$ cat config.mk
export PLATFORM = sky130hd
export DESIGN_NAME = imem_resp
export DESIGN_NICKNAME = d
export VERILOG_FILES = /design/src/rtl/imem_resp_pkg.sv /design/src/rtl/imem_pf_buf.sv /design/src/rtl/imem_resp.sv
export SDC_FILE = /design/constraint.sdc
export NUM_CORES = 1
export LEC_CHECK = 0
export CAP_MARGIN = 20
export CORE_UTILIZATION = 34
export CTS_CLUSTER_DIAMETER = 100
export DETAILED_ROUTE_END_ITERATION = 6
export DONT_BUFFER_PORTS = 1
export GPL_ROUTABILITY_DRIVEN = 0
export PLACE_DENSITY = 0.5
export SYNTH_ARGS = -nofsm -noshare
export SYNTH_HDL_FRONTEND = slang
export SYNTH_SLANG_ARGS = --single-unit
$ cat constraint.sdc
create_clock -name clk -period 2.54 [get_ports clk]
set_input_delay 0.381 -clock clk [delete_from_list [all_inputs] [get_ports clk]]
set_output_delay 0.381 -clock clk [all_outputs]
set_load 0.005 [all_outputs]
$ cat src/rtl/imem_resp_pkg.sv
`default_nettype none
// ----------------------------------------------------------------------------
// imem_resp_pkg : core widths, NOP encoding and address helpers (rev 1.0)
// ----------------------------------------------------------------------------
package imem_resp_pkg;

  localparam int ADDR_LEN = 32;
  localparam int ISA_LEN  = 32;
  localparam logic [ISA_LEN-1:0] NOP_ENC = 32'h0000_0013;

  typedef logic [ADDR_LEN-3:0] word_addr_t;
  typedef logic [ISA_LEN-1:0]  inst_t;

  function automatic word_addr_t word_of(input logic [ADDR_LEN-1:0] byte_addr);
    return byte_addr[ADDR_LEN-1:2];
  endfunction

endpackage
`default_nettype wire

$ cat src/rtl/imem_pf_buf.sv
`default_nettype none
// ----------------------------------------------------------------------------
// imem_pf_buf : one-entry next-line prefetch buffer for imem_resp (rev 1.0)
// ----------------------------------------------------------------------------
module imem_pf_buf
  import imem_resp_pkg::*;
#(
  parameter int    WAIT_CYCLES = 2,
  parameter inst_t NOP_INST    = NOP_ENC
) (
  input  logic       clk,
  input  logic       rst_,
  input  logic       flush,
  input  logic       arm,
  input  logic       drop,
  input  logic       issue,
  input  word_addr_t issue_addr,
  input  logic       promote,
  input  inst_t      mem_rdata,
  output logic       pend,
  output word_addr_t pf_addr,
  output inst_t      pf_data,
  output logic       pf_valid,
  output logic       inflight
);

  localparam int CNT_W = $clog2(WAIT_CYCLES + 1);
  localparam logic [CNT_W-1:0] CNT_LAST = CNT_W'(WAIT_CYCLES - 1);

  logic [CNT_W-1:0] cnt;
  logic             discard;
  logic             done;

  assign done = inflight && (cnt == CNT_LAST);

  always_ff @(posedge clk or negedge rst_) begin
    if (!rst_) begin
      pend     <= 1'b0;
      pf_addr  <= '0;
      pf_data  <= NOP_INST;
      pf_valid <= 1'b0;
      inflight <= 1'b0;
      cnt      <= '0;
      discard  <= 1'b0;
    end else begin
      if (arm)
        pend <= 1'b1;
      else if (issue || drop)
        pend <= 1'b0;

      if (issue) begin
        pf_addr  <= issue_addr;
        pf_valid <= 1'b0;
        inflight <= 1'b1;
        cnt      <= '0;
        discard  <= 1'b0;
      end else if (inflight) begin
        // A flushed prefetch still occupies the SRAM; only its data is dropped.
        if (done) begin
          inflight <= 1'b0;
          if (!discard && !flush) begin
            pf_data  <= mem_rdata;
            pf_valid <= 1'b1;
          end
        end else begin
          cnt <= cnt + 1'b1;
        end
        if (flush)
          discard <= 1'b1;
      end

      if (flush || promote)
        pf_valid <= 1'b0;
    end
  end

endmodule
`default_nettype wire

$ cat src/rtl/imem_resp.sv
`default_nettype none
// ----------------------------------------------------------------------------
// imem_resp : fixed-latency instruction SRAM fetch responder; optional
//             next-line prefetch under IMEM_PREFETCH_EN (rev 1.0)
// ----------------------------------------------------------------------------
module imem_resp
  import imem_resp_pkg::*;
#(
  parameter int    WAIT_CYCLES = 2,
  parameter inst_t NOP_INST    = NOP_ENC
) (
  input  logic                clk,
  input  logic                rst_,
  input  logic                req_i,
  input  logic [ADDR_LEN-1:0] addr_i,
  input  logic                flush,
  output logic [ISA_LEN-1:0]  rd_data_o,
  output logic                busy_,
  output logic                mem_en_o,
  output logic [ADDR_LEN-3:0] mem_addr_o,
  input  logic [ISA_LEN-1:0]  mem_rdata_i
);

  localparam logic [1:0] S_IDLE   = 2'd0;
  localparam logic [1:0] S_ACCESS = 2'd1;
  localparam logic [1:0] S_VALID  = 2'd2;
  localparam logic [1:0] S_DRAIN  = 2'd3;

  localparam int CNT_W = $clog2(WAIT_CYCLES + 1);
  localparam logic [CNT_W-1:0] CNT_LAST = CNT_W'(WAIT_CYCLES - 1);

  logic [1:0]       state_q, state_d;
  logic [CNT_W-1:0] cnt_q;
  word_addr_t       addr_q;
  inst_t            data_q;

  word_addr_t word;
  logic       req, cnt_last, can_miss, hit, miss_want, mem_issue;
  logic       pf_hit, pf_issue, pf_inflight;
  word_addr_t pf_addr, pf_next;
  inst_t      pf_data;

  // Gating with rst_ forces reset-valued outputs the instant reset asserts.
  assign word      = word_of(addr_i);
  assign req       = req_i & rst_;
  assign cnt_last  = (cnt_q == CNT_LAST);
  assign can_miss  = (state_q == S_IDLE) || (state_q == S_VALID);
  assign hit       = req && (state_q == S_VALID) && (word == addr_q);
  assign miss_want = req && can_miss && !hit && !pf_hit;
  assign mem_issue = miss_want && !flush && !pf_inflight;

`ifdef IMEM_PREFETCH_EN
  logic pf_valid, pf_pend, pf_arm;

  assign pf_next  = addr_q + word_addr_t'(1);
  assign pf_hit   = req && can_miss && !hit && !flush && pf_valid && (word == pf_addr);
  assign pf_issue = rst_ && (state_q == S_VALID) && pf_pend && !miss_want && !pf_hit
                    && !flush && !pf_inflight;
  assign pf_arm   = (state_d == S_VALID) && ((state_q != S_VALID) || pf_hit);

  imem_pf_buf #(
    .WAIT_CYCLES (WAIT_CYCLES),
    .NOP_INST    (NOP_INST)
  ) u_pf_buf (
    .clk        (clk),
    .rst_       (rst_),
    .flush      (flush),
    .arm        (pf_arm),
    .drop       (state_d != S_VALID),
    .issue      (pf_issue),
    .issue_addr (pf_next),
    .promote    (pf_hit),
    .mem_rdata  (mem_rdata_i),
    .pend       (pf_pend),
    .pf_addr    (pf_addr),
    .pf_data    (pf_data),
    .pf_valid   (pf_valid),
    .inflight   (pf_inflight)
  );
`else
  assign pf_next     = '0;
  assign pf_hit      = 1'b0;
  assign pf_issue    = 1'b0;
  assign pf_inflight = 1'b0;
  assign pf_addr     = '0;
  assign pf_data     = NOP_INST;
`endif

  assign busy_      = !req || hit || pf_hit;
  assign rd_data_o  = hit ? data_q : (pf_hit ? pf_data : NOP_INST);
  assign mem_en_o   = mem_issue || pf_issue;
  assign mem_addr_o = mem_issue ? word : (pf_issue ? pf_next : '0);

  always_comb begin
    state_d = state_q;
    case (state_q)
      S_IDLE: begin
        if (mem_issue)   state_d = S_ACCESS;
        else if (pf_hit) state_d = S_VALID;
      end
      S_ACCESS: begin
        if (flush || (req && (word != addr_q))) state_d = S_DRAIN;
        else if (cnt_last)                       state_d = S_VALID;
      end
      S_VALID: begin
        if (flush)          state_d = S_IDLE;
        else if (mem_issue) state_d = S_ACCESS;
      end
      default: begin
        if (cnt_last) state_d = S_IDLE;
      end
    endcase
  end

  always_ff @(posedge clk or negedge rst_) begin
    if (!rst_) begin
      state_q <= S_IDLE;
      cnt_q   <= '0;
      addr_q  <= '0;
      data_q  <= NOP_INST;
    end else begin
      state_q <= state_d;

      if (mem_issue)
        cnt_q <= '0;
      else if (((state_q == S_ACCESS) || (state_q == S_DRAIN)) && !cnt_last)
        cnt_q <= cnt_q + 1'b1;

      if (mem_issue)
        addr_q <= word;
      else if (pf_hit)
        addr_q <= pf_addr;

      if ((state_q == S_ACCESS) && (state_d == S_VALID))
        data_q <= mem_rdata_i;
      else if ((state_q == S_VALID) && flush)
        data_q <= NOP_INST;
      else if (pf_hit)
        data_q <= pf_data;
    end
  end

endmodule
`default_nettype wire
==> impl_metrics.toml, run 1 <==
[status]
status = "complete, but fails checks"
violations = "negative setup slack"

[yosys]
async_reset_ff_share_pct = 100
synth.area.top_cells = "dfrtp_1 (44%), mux2_2 (10%), mux2i_1 (8.0%)"
synth.most_common_cell = "dfrtp_1"
ys_ff_latch = 66
netlist_area_um2 = 3610
synth_common_cells = "dfrtp_1 (63), inv_1 (62), nand2_1 (34), nor2_1 (34), mux2_2 (33)"
ys_types = 32
synth-edff-count = 0
synth_top_area_share_pct = 43.7
yosysTopAreaCell = "dfrtp_1"
synth_cells = 370
syn_area_per_cell_um2 = 9.75
synth_nets = 439
ys_warn_count = 0
yosysSeqAreaShare_pct = 45.9
synth_ff_type = "dfrtp_1"

[setup_path]
crit_start = "addr_q[5]"
arrival_ps = 2210
crit_type = "reg2out"
rr_startpoint = "addr_q[5]"
cp_max_fo = 24
critPathRequiredTime_ps = 2160
cp-start-kind = "register"
endpoint_kind = "output pin"

[timing]
relSlewSlack_pct = 77.1
clock-skew-final_ps = 11.4
hold_viol_final = 0
worst_slew_pin_slew_ps = 344
rsz0062_at_grt = "true"
drv_slew = 0
setup_viol_count_final = 38
fmax_mhz = 386
finalCriticalPeriod_ps = 2590
whs_ps = 164
finalCritPeriodShare_pct = 102
setup_slack_ps = -48.9

[routing]
vias = 2492
drt_iter0_markers = 93
vias_per_cell = 4.61
routed_wl_um = 7840
drc = 0
antenna_left = 0
wl_per_cell_um = 14.5
first_pass_iters = 4

[clock_network]
cts_tree = "yes"
clockBufferDepth = 2
clkTransAtPathRegs_ps = 70
cts_sinks = 66
clock_latency_ps = 340
cts.htree.levels = 3
cts_buffers = 9
cts-root-buf = "clkbuf_8"

[grt]
track_usage_pct = 14.8
antenna_found_initial = 1
grt_pass1_vias = 2513
grt_first_pass_wirelength_um = 12600
grt_max_degree = 67
overflow = 0

[power]
p_leak_nw = 2.07
p_seq_share_pct = 46.8
combPwrFrac_pct = 30.8
clockPowerShare_pct = 22.4
power.switching_mw = 1.26
p_sw_share_pct = 30.8
p_int_mw = 2.83
peakVddDrop_uv = 349
power-per-cell-area_nw_per_um2 = 895
power_mw = 4.08

[die]
io_pins = 132
initial_core_util_pct = 34.9
dieHeight_um = 105
fp.dieW_um = 105
rows = 37
coreArea_um2 = 10300
die_area_um2 = 11000

[run]
cap_violations = 0

[finish]
drive_gt1_share_pct = 29.2
nNetsFinal = 468
post-route-util_pct = 44.2
area_growth_pct = 26.5
antenna_cells = 0

[hold_path]
min-delay-start = "mem_rdata_i[5]"
hold_class = "in2reg"

[placed_design]
place_ws_ps = 167
place_hpwl_um = 4910
port_buffers = 0
-- through the flow --
stage | TNS [ps] | cells | cell area [µm²]
floorplan | 0 | 370 | 3610
global placement | 0 | 502 | 3880
detailed placement | 0 | 502 | 3880
CTS | -5400 | 534 | 4410
global route | -9160 | 540 | 4560
finish | -751 | 540 | 4560
-- power groups by stage --
stage | combinational (mW) | clock, mW | sequential, mW
final | 1.26 | 0.915 | 1.91
after global routing | 1.43 | 1.00 | 1.99
after floorplan | 0.955 | 0 | 1.85
after global placement | 1.10 | 0 | 1.90
after CTS | 1.25 | 0.965 | 1.91
after detailed placement | 1.14 | 0 | 1.92
-- final timing paths --
check                           endpoint  slack, ps  cells after the start
max                        rd_data_o[20]        -50                      9
min                            data_q[5]        160                      2
max reg2reg                   data_q[27]        120                     12
min reg2reg                    data_q[8]        520                      2
max in group asynchronous      data_q[4]       1650                      2
min in group asynchronous     addr_q[22]        580                      2
-- final cells by class --
class	count	area (µm²)
Tap cell	136	170
Multi-Input combinational cell	226	1820
Inverter	62	235
Sequential cell	66	1660
Clock inverter	4	50.0
Timing Repair Buffer	34	482
Fill cell	985	5760
Clock buffer	12	155
-- routing by layer --
layer  wire length (µm)  GRT usage (%)  share of wire, %
met1               3600           18.7                46
met2               3600           22.8                46
met3                423           4.30               5.4
met4                197           7.75               2.5
met5                 13              0              0.17
-- kinds of logic after synthesis --
family                   share of synthesized area (%)
AND/OR/NAND/NOR                                   16.3
buffers and inverters                             8.99
flip-flops                                        45.9
multiplexers                                      18.7
XOR/XNOR                                          7.53
AO/OA/AOI/OAI                                     2.29
adder cells (fa/ha/maj)                          0.347
-- registers in the layout, indices dropped and copies added, names as in the netlist --
| register | cells |
|---|---|
| state_q | 2 |
| addr_q | 30 |
| data_q | 32 |
| cnt_q | 2 |
-- cells in the final DEF, fill, tap and decap left out, types with 8 or more instances in the layout --
cell type / count
nor2_4: 18
clkbuf_8: 11
mux2_2: 33
mux2i_1: 29
buf_4: 13
and2_4: 8
xnor2_1: 28
nor2_1: 14
and2_1: 22
dfrtp_1: 63
nand2_1: 34
inv_1: 61
-- worst max-delay path: stages, from the launching register on --
cell	delay, ps
dfrtp_1	400
xnor2_1	160
nand4_1	140
nor4_2	270
buf_4	150
nand3_2	60
buf_6	140
nor3_4	180
buf_12	190
and2_1	180
-- what timing repair did --
item                                    in CTS  in global routing
endpoints found under the setup margin      64                102
hold endpoints to repair                    66                  0
hold buffers                                 2                  0
cloned                                       4                  2
resized for setup                           33                 29
pin swaps                                    9                  5
buffers inserted                            10                  6
No activity file was read; power rests on OpenSTA's default activity.
==> run 2: changes to the inputs <==
PLACE_DENSITY = 0.52   (was 0.5)
clock period = 2.1 ns   (was 2.54 ns; I/O delays follow)
==> impl_metrics.toml, run 2 (synthesis results as in run 1) <==
[timing]
clock-skew-final_ps = 13.5
finalCritPeriodShare_pct = 118
relSlewSlack_pct = 77.9
setup_viol_count_final = 129
setup_slack_ps = -377
rsz0062_at_grt = "true"
worst_slew_pin_slew_ps = 331
hold_viol_final = 0
whs_ps = 99.8
fmax_mhz = 404
drv_slew = 0
finalCriticalPeriod_ps = 2480

[setup_path]
crit_buf_inv = 2
cp_cell_sequence = "xnor2_1 > nand4_1 > nor4_2 > nand3_2 > o21bai_4 > buf_12 > clkbuf_16 > nor2_2"
r2r_slack_ps = -320
max_stage_delay_ps = 400
slowest_stage = "dfrtp_1"
cp-start-kind = "register"
critPathRequiredTime_ps = 1780
crit_type = "reg2out"
endpoint_kind = "output pin"
cp_max_fo = 4
path_delay_family = "simple AND/OR/NAND/NOR gates"
arrival_ps = 2160

[finish]
area_growth_pct = 30.4
largest_reg_flops = 32
nNetsFinal = 468
regMostFlops = "data_q"
final_cell_mix = "dfrtp_1 (63), inv_1 (62), nand2_1 (34)"
layout_commonest_cell = "dfrtp_1"
largest_registers = "data_q x32, addr_q x30"
post-route-util_pct = 45.5
fillers = 990
antenna_cells = 0
drive_gt1_share_pct = 28.2

[power]
p_int_mw = 3.56
p_seq_share_pct = 45.1
p_leak_nw = 2.24
p_sw_share_pct = 31.1
power.switching_mw = 1.61
peakVddDrop_uv = 552
clockPowerShare_pct = 20.9
power-per-cell-area_nw_per_um2 = 1100
combPwrFrac_pct = 34.1

[die]
rows = 37
dieHeight_um = 105
io_pins = 132
fp.dieW_um = 105
die_area_um2 = 11000
coreArea_um2 = 10300
initial_core_util_pct = 34.9

[routing]
vias = 2524
drt_iter0_markers = 70
first_pass_iters = 4
routed_wl_um = 7990
drc = 0
wl_per_cell_um = 14.8
antenna_left = 0
vias_per_cell = 4.67

[grt]
grt_max_degree = 67
antenna_found_initial = 0
overflow = 0
grt_first_pass_wirelength_um = 12600
grt_pass1_vias = 2501
track_usage_pct = 14.7

[clock_network]
cts_sinks = 66
cts.htree.levels = 3
clock_latency_ps = 340
cts-root-buf = "clkbuf_8"
clkTransAtPathRegs_ps = 80
cts_tree = "yes"
clockBufferDepth = 2
cts_buffers = 9

[status]
status = "complete, but fails checks"
violations = "negative setup slack"

[placed_design]
port_buffers = 0
place_hpwl_um = 4890
place_ws_ps = -116

[hold_path]
hold_class = "in2reg"

[run]
cap_violations = 0
run 2: cell count changes in the layout (fill, tap and decap cells not counted), moves of 3 or more:
cell	delta
mux2_4	+30
buf_6	-3
and2_1	+7
buf_4	-3
mux2_2	-30
buf_8	+3
buf_12	+4
and2_4	-7
run 2: path summary, 6_finish.rpt:
path                                 startpoint             end  cells after the start
worst max-delay path                  addr_q[0]  mem_addr_o[25]                      8
worst min-delay path            mem_rdata_i[30]      data_q[30]                      2
worst max register to register        addr_q[0]      data_q[23]                     10
worst min register to register        data_q[5]       data_q[5]                      2
max in group asynchronous                  rst_       data_q[1]                      2
min in group asynchronous                  rst_      data_q[20]                      2
run 2: area by class of cell:
| cell class | instances | area (µm²) | share of cell area (%) |
|---|---|---|---|
| Multi-Input combinational cell | 226 | 1920 | 40.8 |
| Sequential cell | 66 | 1660 | 35.2 |
| Timing Repair Buffer | 34 | 523 | 11.1 |
| Inverter | 62 | 233 | 4.95 |
| Tap cell | 136 | 170 | 3.62 |
| Clock buffer | 9 | 124 | 2.64 |
| Clock inverter | 7 | 76.3 | 1.62 |
run 2: timing repair:
item | 4_1_cts | 5_1_grt
hold endpoints to repair | 66 | 0
pin swaps | 2 | 2
cloned | 6 | 2
resized for setup | 46 | 47
setup endpoints to repair | 126 | 130
buffers inserted | 12 | 3
hold buffers | 2 | 0
run 2: per-layer routing:
| metal | routed length, µm | GRT usage (%) | share of wire, % | vias up |
|---|---|---|---|---|
| li1 | - | - | - | 1204 |
| met1 | 3500 | 18.2 | 44 | 1226 |
| met2 | 3940 | 24.3 | 49 | 92 |
| met3 | 519 | 5.18 | 6.5 | 2 |
| met4 | 37 | 4.23 | 0.46 | 0 |
| met5 | 0 | 0 | 0 | - |
run 2: metrics by stage:
| step | cells | area (µm²) | TNS [ps] | power, mW |
|---|---|---|---|---|
| final | 540 | 4700 | -38240 | 5.17 |
| after global routing | 540 | 4700 | -59670 | 5.57 |
| after CTS | 540 | 4570 | -38980 | 5.20 |
| after detailed placement | 504 | 3890 | -7600 | 3.73 |
| after global placement | 504 | 3890 | -7430 | 3.63 |
| after floorplan | 370 | 3620 | -1020 | 3.39 |
run 2: power groups by stage:
stage                     sequential [mW]  combinational (mW)  clock, mW
after floorplan                      2.23                1.16          0
after global placement               2.29                1.35          0
after detailed placement             2.33                1.40          0
after CTS                            2.32                1.74       1.14
after global routing                 2.42                1.96       1.19
final                                2.33                1.76       1.08
==> run 3: changes to the inputs <==
CTS_BUF_LIST = sky130_fd_sc_hd__clkbuf_2   (was not set)
==> impl_metrics.toml, run 3 (synthesis results as in run 1) <==
[routing]
vias = 2789
drc = 0
vias_per_cell = 4.59
first_pass_iters = 4
wl_per_cell_um = 14.7
drt_iter0_markers = 81
routed_wl_um = 8970
antenna_left = 0

[grt]
overflow = 0
grt_first_pass_wirelength_um = 13500
grt_pass1_vias = 2734
grt_max_degree = 67
antenna_found_initial = 0
track_usage_pct = 15.6

[setup_path]
arrival_ps = 2350
endpoint_kind = "output pin"
crit_type = "reg2out"
critPathRequiredTime_ps = 1780
cp-start-kind = "register"
cp_max_fo = 8
crit_start = "addr_q[0]"
rr_startpoint = "addr_q[0]"

[timing]
finalCriticalPeriod_ps = 2670
setup_slack_ps = -570
finalCritPeriodShare_pct = 127
rsz0062_at_grt = "true"
drv_slew = 0
relSlewSlack_pct = 77.7
fmax_mhz = 375
finalSetupTns_ps = -56180
worst_slew_pin_slew_ps = 335
clock-skew-final_ps = 36.1
hold_viol_final = 0
setup_viol_count_final = 129

[die]
rows = 37
initial_core_util_pct = 34.9
coreArea_um2 = 10300
io_pins = 132
fp.dieW_um = 105
die_area_um2 = 11000
dieHeight_um = 105

[finish]
largest_reg_flops = 32
post-route-util_pct = 52.3
nNetsFinal = 536
largest_registers = "data_q x32, addr_q x30"
drive_gt1_share_pct = 27.1
final_cell_mix = "dlygate4sd3_1 (64), dfrtp_1 (63), inv_1 (61)"
antenna_cells = 0
layout_commonest_cell = "dlygate4sd3_1"
regMostFlops = "data_q"
area_growth_pct = 49.8

[clock_network]
clkTransAtPathRegs_ps = 220
cts_buffers = 9
clockBufferDepth = 2
cts.htree.levels = 3
cts-root-buf = "clkbuf_2"
cts_tree = "yes"
clock_latency_ps = 490
cts_sinks = 66

[placed_design]
port_buffers = 0
place_ws_ps = -116
place_hpwl_um = 4890

[run]
cap_violations = 0

[power]
power-per-cell-area_nw_per_um2 = 930
p_leak_nw = 2.52
power_mw = 5.02
peakVddDrop_uv = 519

[status]
violations = "negative setup slack"
status = "complete, but fails checks"

[hold_path]
hold_class = "in2reg"
min-delay-start = "flush"
run 3: cell count changes in the layout (fill, tap and decap cells not counted):
cell,delta
buf_6,+5
inv_4,+1
clkbuf_16,+1
clkbuf_2,+9
clkbuf_8,-9
nor2_4,+8
buf_16,+2
buf_12,-1
nor2_1,-8
dlygate4sd3_1,+63
inv_1,-1
buf_8,-2
run 3: layout make-up:
class                           count  area (µm²)
Timing Repair Buffer              102        1240
Clock inverter                      7        76.3
Fill cell                         903        4920
Tap cell                          136         170
Sequential cell                    66        1660
Clock buffer                        9        45.0
Inverter                           62         235
Multi-Input combinational cell    226        1980
run 3: report_power, final:
group          total (mW)  internal [mW]  switching [mW]
clock network       0.784          0.283           0.502
registers            2.33           1.92           0.404
logic                1.91           1.17           0.737
total                5.02           3.38            1.64
run 3: through the flow:
stage / instance area, µm² / std cells / hold WS, ps
after floorplan: 3620 / 370 / 19.4
after global placement: 3890 / 504 / 22.6
after detailed placement: 3890 / 504 / 22.4
after CTS: 5010 / 598 / 84.5
after global routing: 5400 / 608 / 114
final: 5400 / 608 / 168
run 3: critical path, cell delays in order (launching register included):
cell and delay (ps):
dfrtp_1 450, xnor2_1 200, nand4_1 130, nor4_2 300, nand3_2 200, o21bai_4 180, buf_12 170, clkbuf_16 180
nor2_4 40
run 3: worst paths after layout:
check | cells after the start | to | slack, ps
setup / recovery | 8 | mem_addr_o[6] | -570
max in group asynchronous | 2 | data_q[1] | 1440
hold / removal | 4 | state_q[0] | 170
hold reg to reg | 2 | data_q[28] | 530
min in group asynchronous | 2 | addr_q[17] | 350
setup reg to reg | 13 | addr_q[15] | -530
run 3: timing repair:
| action | CTS | global route |
|---|---|---|
| resized for setup | 37 | 74 |
| endpoints found under the hold margin | 130 | 0 |
| gates cloned | 5 | 4 |
| setup endpoints to repair | 126 | 130 |
| setup buffers | 8 | 9 |
| hold buffers | 65 | 0 |
| pin swaps | 2 | 2 |
run 3: per-layer routing:
metal	GRT usage, %	wire [µm]	share of wire (%)
met2	26.1	4470	50
met1	19.7	3980	44
met3	4.49	449	5.0
met5	0	0	0
met4	3.92	69	0.77
